## src/rtl/uart_receiver.sv

```systemverilog
// rtl/uart_receiver.sv - 16x oversampling UART receiver for 8-data/parity/stop frames
module uart_receiver #(
    parameter bit PARITY_ODD  = 1'b0,
    parameter int SYNC_STAGES = 2
) (
    input  logic       clk,
    input  logic       reset,
    input  logic [2:0] baud_select,
    input  logic       Rx_EN,
    input  logic       RxD,
    output logic [7:0] Rx_DATA,
    output logic       Rx_PERROR,
    output logic       Rx_FERROR,
    output logic       Rx_VALID
);

    typedef enum logic [2:0] {
        IDLE   = 3'd0,
        START  = 3'd1,
        DATA   = 3'd2,
        PARITY = 3'd3,
        STOP   = 3'd4
    } state_t;

    state_t state;
    state_t state_n;

    logic [SYNC_STAGES-1:0] sync_q;
    logic                   rxd_s;

    logic [2:0]  baud_q;
    logic [13:0] tick_cnt;
    logic [3:0]  tick_idx;
    logic [2:0]  bit_cnt;
    logic [7:0]  shift_q;
    logic        vote7_q;
    logic        vote8_q;
    logic        mismatch_q;
    logic        stop_q;
    logic        stop_done_q;
    logic        armed_q;

    logic sample_tick;
    logic at_tick9;
    logic bit_end;
    logic maj;
    logic start_detect;
    logic out_load;

    // Last count of the tick divider (divisor minus one) for each baud code.
    function automatic logic [13:0] div_last(input logic [2:0] code);
        logic [13:0] d;
        case (code)
            3'b000:  d = 14'd10416;
            3'b001:  d = 14'd2603;
            3'b010:  d = 14'd650;
            3'b011:  d = 14'd325;
            3'b100:  d = 14'd162;
            3'b101:  d = 14'd80;
            3'b110:  d = 14'd53;
            default: d = 14'd26;
        endcase
        return d;
    endfunction

    assign rxd_s        = sync_q[SYNC_STAGES-1];
    assign sample_tick  = (state != IDLE) && (tick_cnt == div_last(baud_q));
    assign at_tick9     = sample_tick && (tick_idx == 4'd9);
    assign bit_end      = sample_tick && (tick_idx == 4'd15);
    // Majority of the samples taken at ticks 7 and 8 plus the live sample at tick 9.
    assign maj          = (vote7_q & vote8_q) | (vote7_q & rxd_s) | (vote8_q & rxd_s);
    // A low line only starts a frame once it has been seen high since the last break.
    assign start_detect = (state == IDLE) && Rx_EN && armed_q && !rxd_s;

    // Bring the asynchronous serial line into the clock domain; idles high.
    always_ff @(posedge clk) begin
        if (reset) begin
            sync_q <= '1;
        end else begin
            sync_q <= {sync_q[SYNC_STAGES-2:0], RxD};
        end
    end

    // State register.
    always_ff @(posedge clk) begin
        if (reset) begin
            state <= IDLE;
        end else begin
            state <= state_n;
        end
    end

    // Next-state logic; the output load strobe fires one clock after the stop sample.
    always_comb begin
        state_n  = state;
        out_load = 1'b0;
        if ((state != IDLE) && !Rx_EN) begin
            state_n = IDLE;
        end else begin
            case (state)
                IDLE: begin
                    if (start_detect) begin
                        state_n = START;
                    end
                end
                START: begin
                    if (at_tick9 && maj) begin
                        state_n = IDLE;
                    end else if (bit_end) begin
                        state_n = DATA;
                    end
                end
                DATA: begin
                    if (bit_end && (bit_cnt == 3'd7)) begin
                        state_n = PARITY;
                    end
                end
                PARITY: begin
                    if (bit_end) begin
                        state_n = STOP;
                    end
                end
                STOP: begin
                    if (stop_done_q) begin
                        state_n  = IDLE;
                        out_load = 1'b1;
                    end
                end
                default: begin
                    state_n = IDLE;
                end
            endcase
        end
    end

    // Tick divider and tick-within-bit index; held at zero while idle so the
    // first tick of a frame is phase-aligned to the detected start edge.
    always_ff @(posedge clk) begin
        if (reset) begin
            tick_cnt <= '0;
            tick_idx <= '0;
        end else if (state == IDLE) begin
            tick_cnt <= '0;
            tick_idx <= '0;
        end else if (sample_tick) begin
            tick_cnt <= '0;
            tick_idx <= tick_idx + 4'd1;
        end else begin
            tick_cnt <= tick_cnt + 14'd1;
        end
    end

    // Baud code is captured at start detect and ignored for the rest of the frame.
    always_ff @(posedge clk) begin
        if (reset) begin
            baud_q <= '0;
        end else if (start_detect) begin
            baud_q <= baud_select;
        end
    end

    // Mid-bit voting samples at ticks 7 and 8.
    always_ff @(posedge clk) begin
        if (reset) begin
            vote7_q <= 1'b0;
            vote8_q <= 1'b0;
        end else if (sample_tick) begin
            if (tick_idx == 4'd7) begin
                vote7_q <= rxd_s;
            end
            if (tick_idx == 4'd8) begin
                vote8_q <= rxd_s;
            end
        end
    end

    // Data shift register (LSB first) and data bit counter.
    always_ff @(posedge clk) begin
        if (reset) begin
            shift_q <= '0;
            bit_cnt <= '0;
        end else if (state == IDLE) begin
            bit_cnt <= '0;
        end else if (state == DATA) begin
            if (at_tick9) begin
                shift_q <= {maj, shift_q[7:1]};
            end
            if (bit_end) begin
                bit_cnt <= bit_cnt + 3'd1;
            end
        end
    end

    // Parity comparison and stop-bit capture; stop_done_q marks the output update cycle.
    always_ff @(posedge clk) begin
        if (reset) begin
            mismatch_q  <= 1'b0;
            stop_q      <= 1'b0;
            stop_done_q <= 1'b0;
        end else begin
            if ((state == PARITY) && at_tick9) begin
                mismatch_q <= maj ^ (^shift_q) ^ PARITY_ODD;
            end
            if (state != STOP) begin
                stop_done_q <= 1'b0;
            end else if (at_tick9) begin
                stop_q      <= maj;
                stop_done_q <= 1'b1;
            end
        end
    end

    // Break guard: a zero stop bit disarms start detection until the line returns high.
    always_ff @(posedge clk) begin
        if (reset) begin
            armed_q <= 1'b1;
        end else if (out_load && !stop_q) begin
            armed_q <= 1'b0;
        end else if (rxd_s) begin
            armed_q <= 1'b1;
        end
    end

    // Result registers: flags cleared at start detect, everything loaded once per frame.
    always_ff @(posedge clk) begin
        if (reset) begin
            Rx_DATA   <= '0;
            Rx_PERROR <= 1'b0;
            Rx_FERROR <= 1'b0;
            Rx_VALID  <= 1'b0;
        end else if (start_detect) begin
            Rx_PERROR <= 1'b0;
            Rx_FERROR <= 1'b0;
            Rx_VALID  <= 1'b0;
        end else if (out_load) begin
            Rx_DATA   <= shift_q;
            Rx_PERROR <= mismatch_q;
            Rx_FERROR <= !stop_q;
            Rx_VALID  <= !mismatch_q && stop_q;
        end
    end

endmodule
```

## config.mk

```make
export PLATFORM = sky130hd
export DESIGN_NAME = uart_receiver
export DESIGN_NICKNAME = d
export VERILOG_FILES = /design/src/rtl/uart_receiver.sv
export SDC_FILE = /design/constraint.sdc
export NUM_CORES = 1
export LEC_CHECK = 0
export CORE_UTILIZATION = 50
export DETAILED_ROUTE_END_ITERATION = 10
export PLACE_DENSITY = 0.69
export SLEW_MARGIN = 20
export SYNTH_ARGS = -nofsm -noshare
export SYNTH_HDL_FRONTEND = slang
export SYNTH_SLANG_ARGS = --single-unit
```

## constraint.sdc

```tcl
create_clock -name clk -period 5.59 [get_ports clk]
set_input_delay 0.559 -clock clk [delete_from_list [all_inputs] [get_ports clk]]
set_output_delay 0.559 -clock clk [all_outputs]
set_load 0.05 [all_outputs]
```

Word level (Yosys, flattened, before mapping)
Cells that the tools add are included.
- bits in registers: 54
- word-level logic and storage cells: 97
- output and inout bits: 11
- equal/unequal tests: 22
- add/subtract/negate cells: 3
- mux-type cells: 13
- bitwise gates (word level): 9
- reductions and logical operators: 33
- operator list (kind ; number):
    case mux 14 bit (7 select lines) ; 1
    two-way mux 3 bit ; 6
    == test 3 bit, second input constant ; 5
    case mux 3 bit (5 select lines) ; 1
    adder 14 x 1 -> 14 bit, second input constant ; 1
    == test 14 bit ; 1
    == test 3 x 2 -> 1 bit, second input constant ; 4
    == test 4 bit, second input constant ; 3
    logical AND 1 bit ; 12
    AND reduction 2 bit ; 5
    != test 2 bit, second input constant ; 4
    OR reduction 2 bit ; 4
    parity 8 bit ; 1
    == test 3 x 1 -> 1 bit, second input constant ; 2
    logical NOT 3 bit ; 2
    != test 3 bit, second input constant ; 2
    two-way mux 1 bit ; 5
    AND reduction 5 bit ; 1
    adder 4 x 1 -> 4 bit, second input constant ; 1
    == test 4 x 3 -> 1 bit, second input constant ; 1
    logical NOT 1 bit ; 4
    adder 3 x 1 -> 3 bit, second input constant ; 1
    bitwise AND 1 bit ; 3
    NOT 1 bit ; 3
    other kinds (6) ; 7

Longest topological paths before layout
- word-level depth: 8
- gate-level depth with buffers: 10
- depth with buffers taken out: 8

Worst setup path before layout
OpenSTA, ideal clock, no wires.
- kind: register to register
- start: register baud_q[1]
- end: register stop_q
- stages on the path, launching flop included: 10
- setup slack: 3444 ps
- arrival time: 2011 ps
- cells stage by stage: dfxtp_1 buf_4 a21oi_1 or3_1 a32o_1 nor3_4 nand2_2 buf_2 o311ai_0 o41ai_1
- cells in the longest elaborated chain, start to end: 6
- elaborated cells on any way between the ends: 12
- classes of those cells: eq/ne: 7; mux: 1; reduce/logical: 4
- ends and longest elaborated chain (item ; RTL line ; RTL):
    start: declaration ; 31 ; logic [2:0] baud_q;
    start signal: assignment ; 158 ; baud_q <= baud_select;
    == test 3 bit, or another cell as far along ; 53 ; case (code)
    case mux 14 bit (7 select lines) * ; 53 ;
    == test 14 bit * ; 67 ; assign sample_tick = (state != IDLE) && (tick_cnt == div_last(baud_q));
    logical AND 1 bit * ; 67 ;
    logical AND 1 bit * ; 68 ; assign at_tick9 = sample_tick && (tick_idx == 4'd9);
    AND reduction 2 bit (no line) * ; -- ;
    end signal: assignment ; 207 ; stop_q <= maj;
    end: declaration ; 39 ; logic stop_q;
Every way passes the cells marked *; elsewhere a longest branch is shown, timed or not.
A chain may end at the register's enable or synchronous reset.

Final worst setup path
- start: register baud_q[1]
- end: register mismatch_q
- cells in the longest elaborated chain, start to end: 6
- elaborated cells on any way between the ends: 12
- classes of those cells: eq/ne: 7; mux: 1; reduce/logical: 4
- ends and longest elaborated chain (item ; RTL line ; RTL):
    == test 3 bit, or another cell as far along ; 53 ;
    case mux 14 bit (7 select lines) * ; 53 ;
    == test 14 bit * ; 67 ;
    logical AND 1 bit * ; 67 ;
    logical AND 1 bit * ; 68 ;
    logical AND 1 bit * ; 201 ; if ((state == PARITY) && at_tick9) begin
    end signal: assignment ; 202 ; mismatch_q <= maj ^ (^shift_q) ^ PARITY_ODD;
    end: declaration ; 38 ; logic mismatch_q;
Marks and branches as above.

==> results.toml <==
[yosys]
synth.top_cell.area_share_pct = 39.8
synth_fa_ha_area_share_pct = 3.13
syn_inst = 312
synth-compound-area-share_pct = 10.4
synth_top_family_by_area = "simple AND/OR/NAND/NOR gates"
synth_mux_area_share_pct = 9.22
synth_area_um2 = 2720
ys_warn_count = 0
ys_top_cells_by_area = "dfxtp_1, mux2i_1, nor2_1"
synth_cell_types = 51
ys.flop_type = "dfxtp_1"
yosysSeqAreaShare_pct = 39.8
synth_xor_area_share_pct = 8.71
synth.largest_area_cell = "dfxtp_1"
async_flop_share_pct = 0
synthSimpleGateAreaFrac_pct = 24.9
ys_ff_latch = 54
synth-edff-count = 0
syn_nets = 325
syn_area_per_cell_um2 = 8.70

[floorplanning]
fp.dieH_um = 75.7
rows = 26
die_area_um2 = 5730
ios = 18
core_area_um2 = 5170
initial_utilization_pct = 52.5
die_w_um = 75.7

[finish]
synthToLayoutAreaGrowth_pct = 10.4
num-fill-cells = 472
drive_gt1_share_pct = 4.69
layout_common_cells = "dfxtp_1, nor2_1, mux2i_1"
diodes = 0
final_common_cell = "dfxtp_1"
fin_util_pct = 57.9
fin_cells = 390
multi_input_area_um2 = 1530
fin_nets = 332
fin_area_um2 = 3000
ff_latch_area_um2 = 1080

[critical_path]
cp-start-kind = "flip-flop"
critPathRequiredTime_ps = 5820
crit_type = "flip-flop to flip-flop"
crit_arrival_ps = 3040
end_kind = "flip-flop"
crit_path_max_fanout = 16

[place]
place_inst = 382
gp_congestion = 0.785
port_buffers = 17
dpl_cell_area_um2 = 2900
dp_hpwl_um = 3760

[power]
p_clk_share_pct = 34.3
swShare_pct = 24.8
leakagePower_nw = 1.14
power.share.sequential_pct = 60.2
power_density_nw_per_um2 = 218
peakVddDrop_mv = 0.174
p_int_w = 0.000492
p_comb_share_pct = 5.5
p_sw_w = 0.000162

[clock_tree]
cts_max_level = 2
root_buffer = "clkbuf_8"
clk_latency_ps = 310
post_cts_resized = 0
postCtsSetupBuffers = 0
cts.path.max_buffers = 2
cts_tree = "done"
cts_hold_buf = 0
path_clk_slew_ps = 100
clock-sinks = 54
cts_buffers = 5

[timing]
finalMaxSlewViolations = 0
setup_viol = 0
hold-worst-slack_ps = 423
skew_ps = 7.60
max_freq_mhz = 356
setup_tns_ps = 0
rsz0062_at_grt = "false"
period_needed_ps = 2810
worstMarginPinSlew_ps = 1030
period_share_pct = 50.2
hold_violations = 0
max-slew-margin-rel_pct = 30.8

[status]
status = "complete, no violations"

[routing]
dr_wl_met2_um = 2490
wl_met1_um = 2550
ant_nets = 0
vias = 2154
wl_met3_um = 136
wl_per_cell_um = 13.5
highest_layer = "met4"
wl_um = 5260
dr.pass1.iters = 4
drtIter0Drc = 65
via_per_inst = 5.52
drc = 0

[global_routing]
grt_max_degree = 30
grt_usage_pct = 19.6
grt_pass1_wl_um = 8450
antenna_found_initial = 0
gr-total-overflow = 0
first_global_vias = 1821

[min_path]
hold_class = "flip-flop to flip-flop"

[run]
maxCapViolCount = 0
==> kinds of logic (layout without fill, tap and decap cells) <==
kind of cell    Yosys count  after routing
compound gates           42             42
xor+xnor                 27             27
fa+ha+maj                 7              7
buf+inv                  25             33
flops                    54             54
mux                      25             25
simple gates            132            132
==> cell type report <==
cell class                      count  area share (%)
Inverter                            7           0.877
Sequential cell                    54            36.1
Multi-Input combinational cell    233            51.1
Tap cell                           70            2.92
Clock inverter                      3           0.835
Clock buffer                        5            2.30
Timing Repair Buffer               18            5.93
==> power groups by stage <==
stage	Combinational, W	Clock (W)	Sequential (W)
floorplan	0.0000302	0	0.000397
global placement	0.0000354	0	0.000403
detailed placement	0.0000360	0	0.000403
CTS	0.0000361	0.000234	0.000394
global route	0.0000404	0.000244	0.000395
finish	0.0000358	0.000224	0.000394
==> stage by stage <==
step                setup WS [ps]  total power (W)
finish                       2780         0.000654
floorplan                    3440         0.000428
detailed placement           2750         0.000439
global route                 2560         0.000680
global placement             2830         0.000438
CTS                          2800         0.000663
==> synthesized netlist by cell type (4+ instances only) <==
cell and number:
a21oi_1 9, a31oi_1 5, and3_1 6, buf_2 5, clkbuf_1 12, dfxtp_1 54
ha_1 6, inv_1 6, mux2i_1 25, nand2_1 23, nand3_1 8, nand3b_1 4
nor2_1 51, nor3_1 8, nor3b_1 6, o21ai_0 7, o31ai_1 5, or3_1 4
xnor2_1 12, xor2_1 15
==> flip-flops by register name, indices dropped and copies added, names as in the netlist, 2 cells and up <==
register	flops
bit_cnt	3
sync_q	2
state	3
tick_idx	4
tick_cnt	14
Rx_DATA	8
shift_q	8
baud_q	3
==> worst max-delay path, cell delays in order, from the launching register on <==
cell and delay [ps]:
dfxtp_1 660, nor2b_1 350, a31oi_1 130, a32o_1 290, nor3_4 280, nand2_2 280
or4_1 590, a21oi_1 140
==> per-layer routing <==
| metal | track usage, % | vias up |
|---|---|---|
| li1 | - | 1102 |
| met4 | 6.79 | 0 |
| met2 | 31.4 | 26 |
| met3 | 4.10 | 9 |
| met1 | 26.2 | 1017 |
| met5 | 0 | - |
==> worst paths after layout <==
path	start	end	slack (ps)	cells past startpoint
worst max-delay path	baud_q[1]	mismatch_q	2780	7
worst min-delay path	sync_q[0]	sync_q[1]	420	1
worst max register to register	baud_q[1]	mismatch_q	2780	7
worst min register to register	sync_q[0]	sync_q[1]	420	1
No activity file was read; power rests on OpenSTA's default activity.
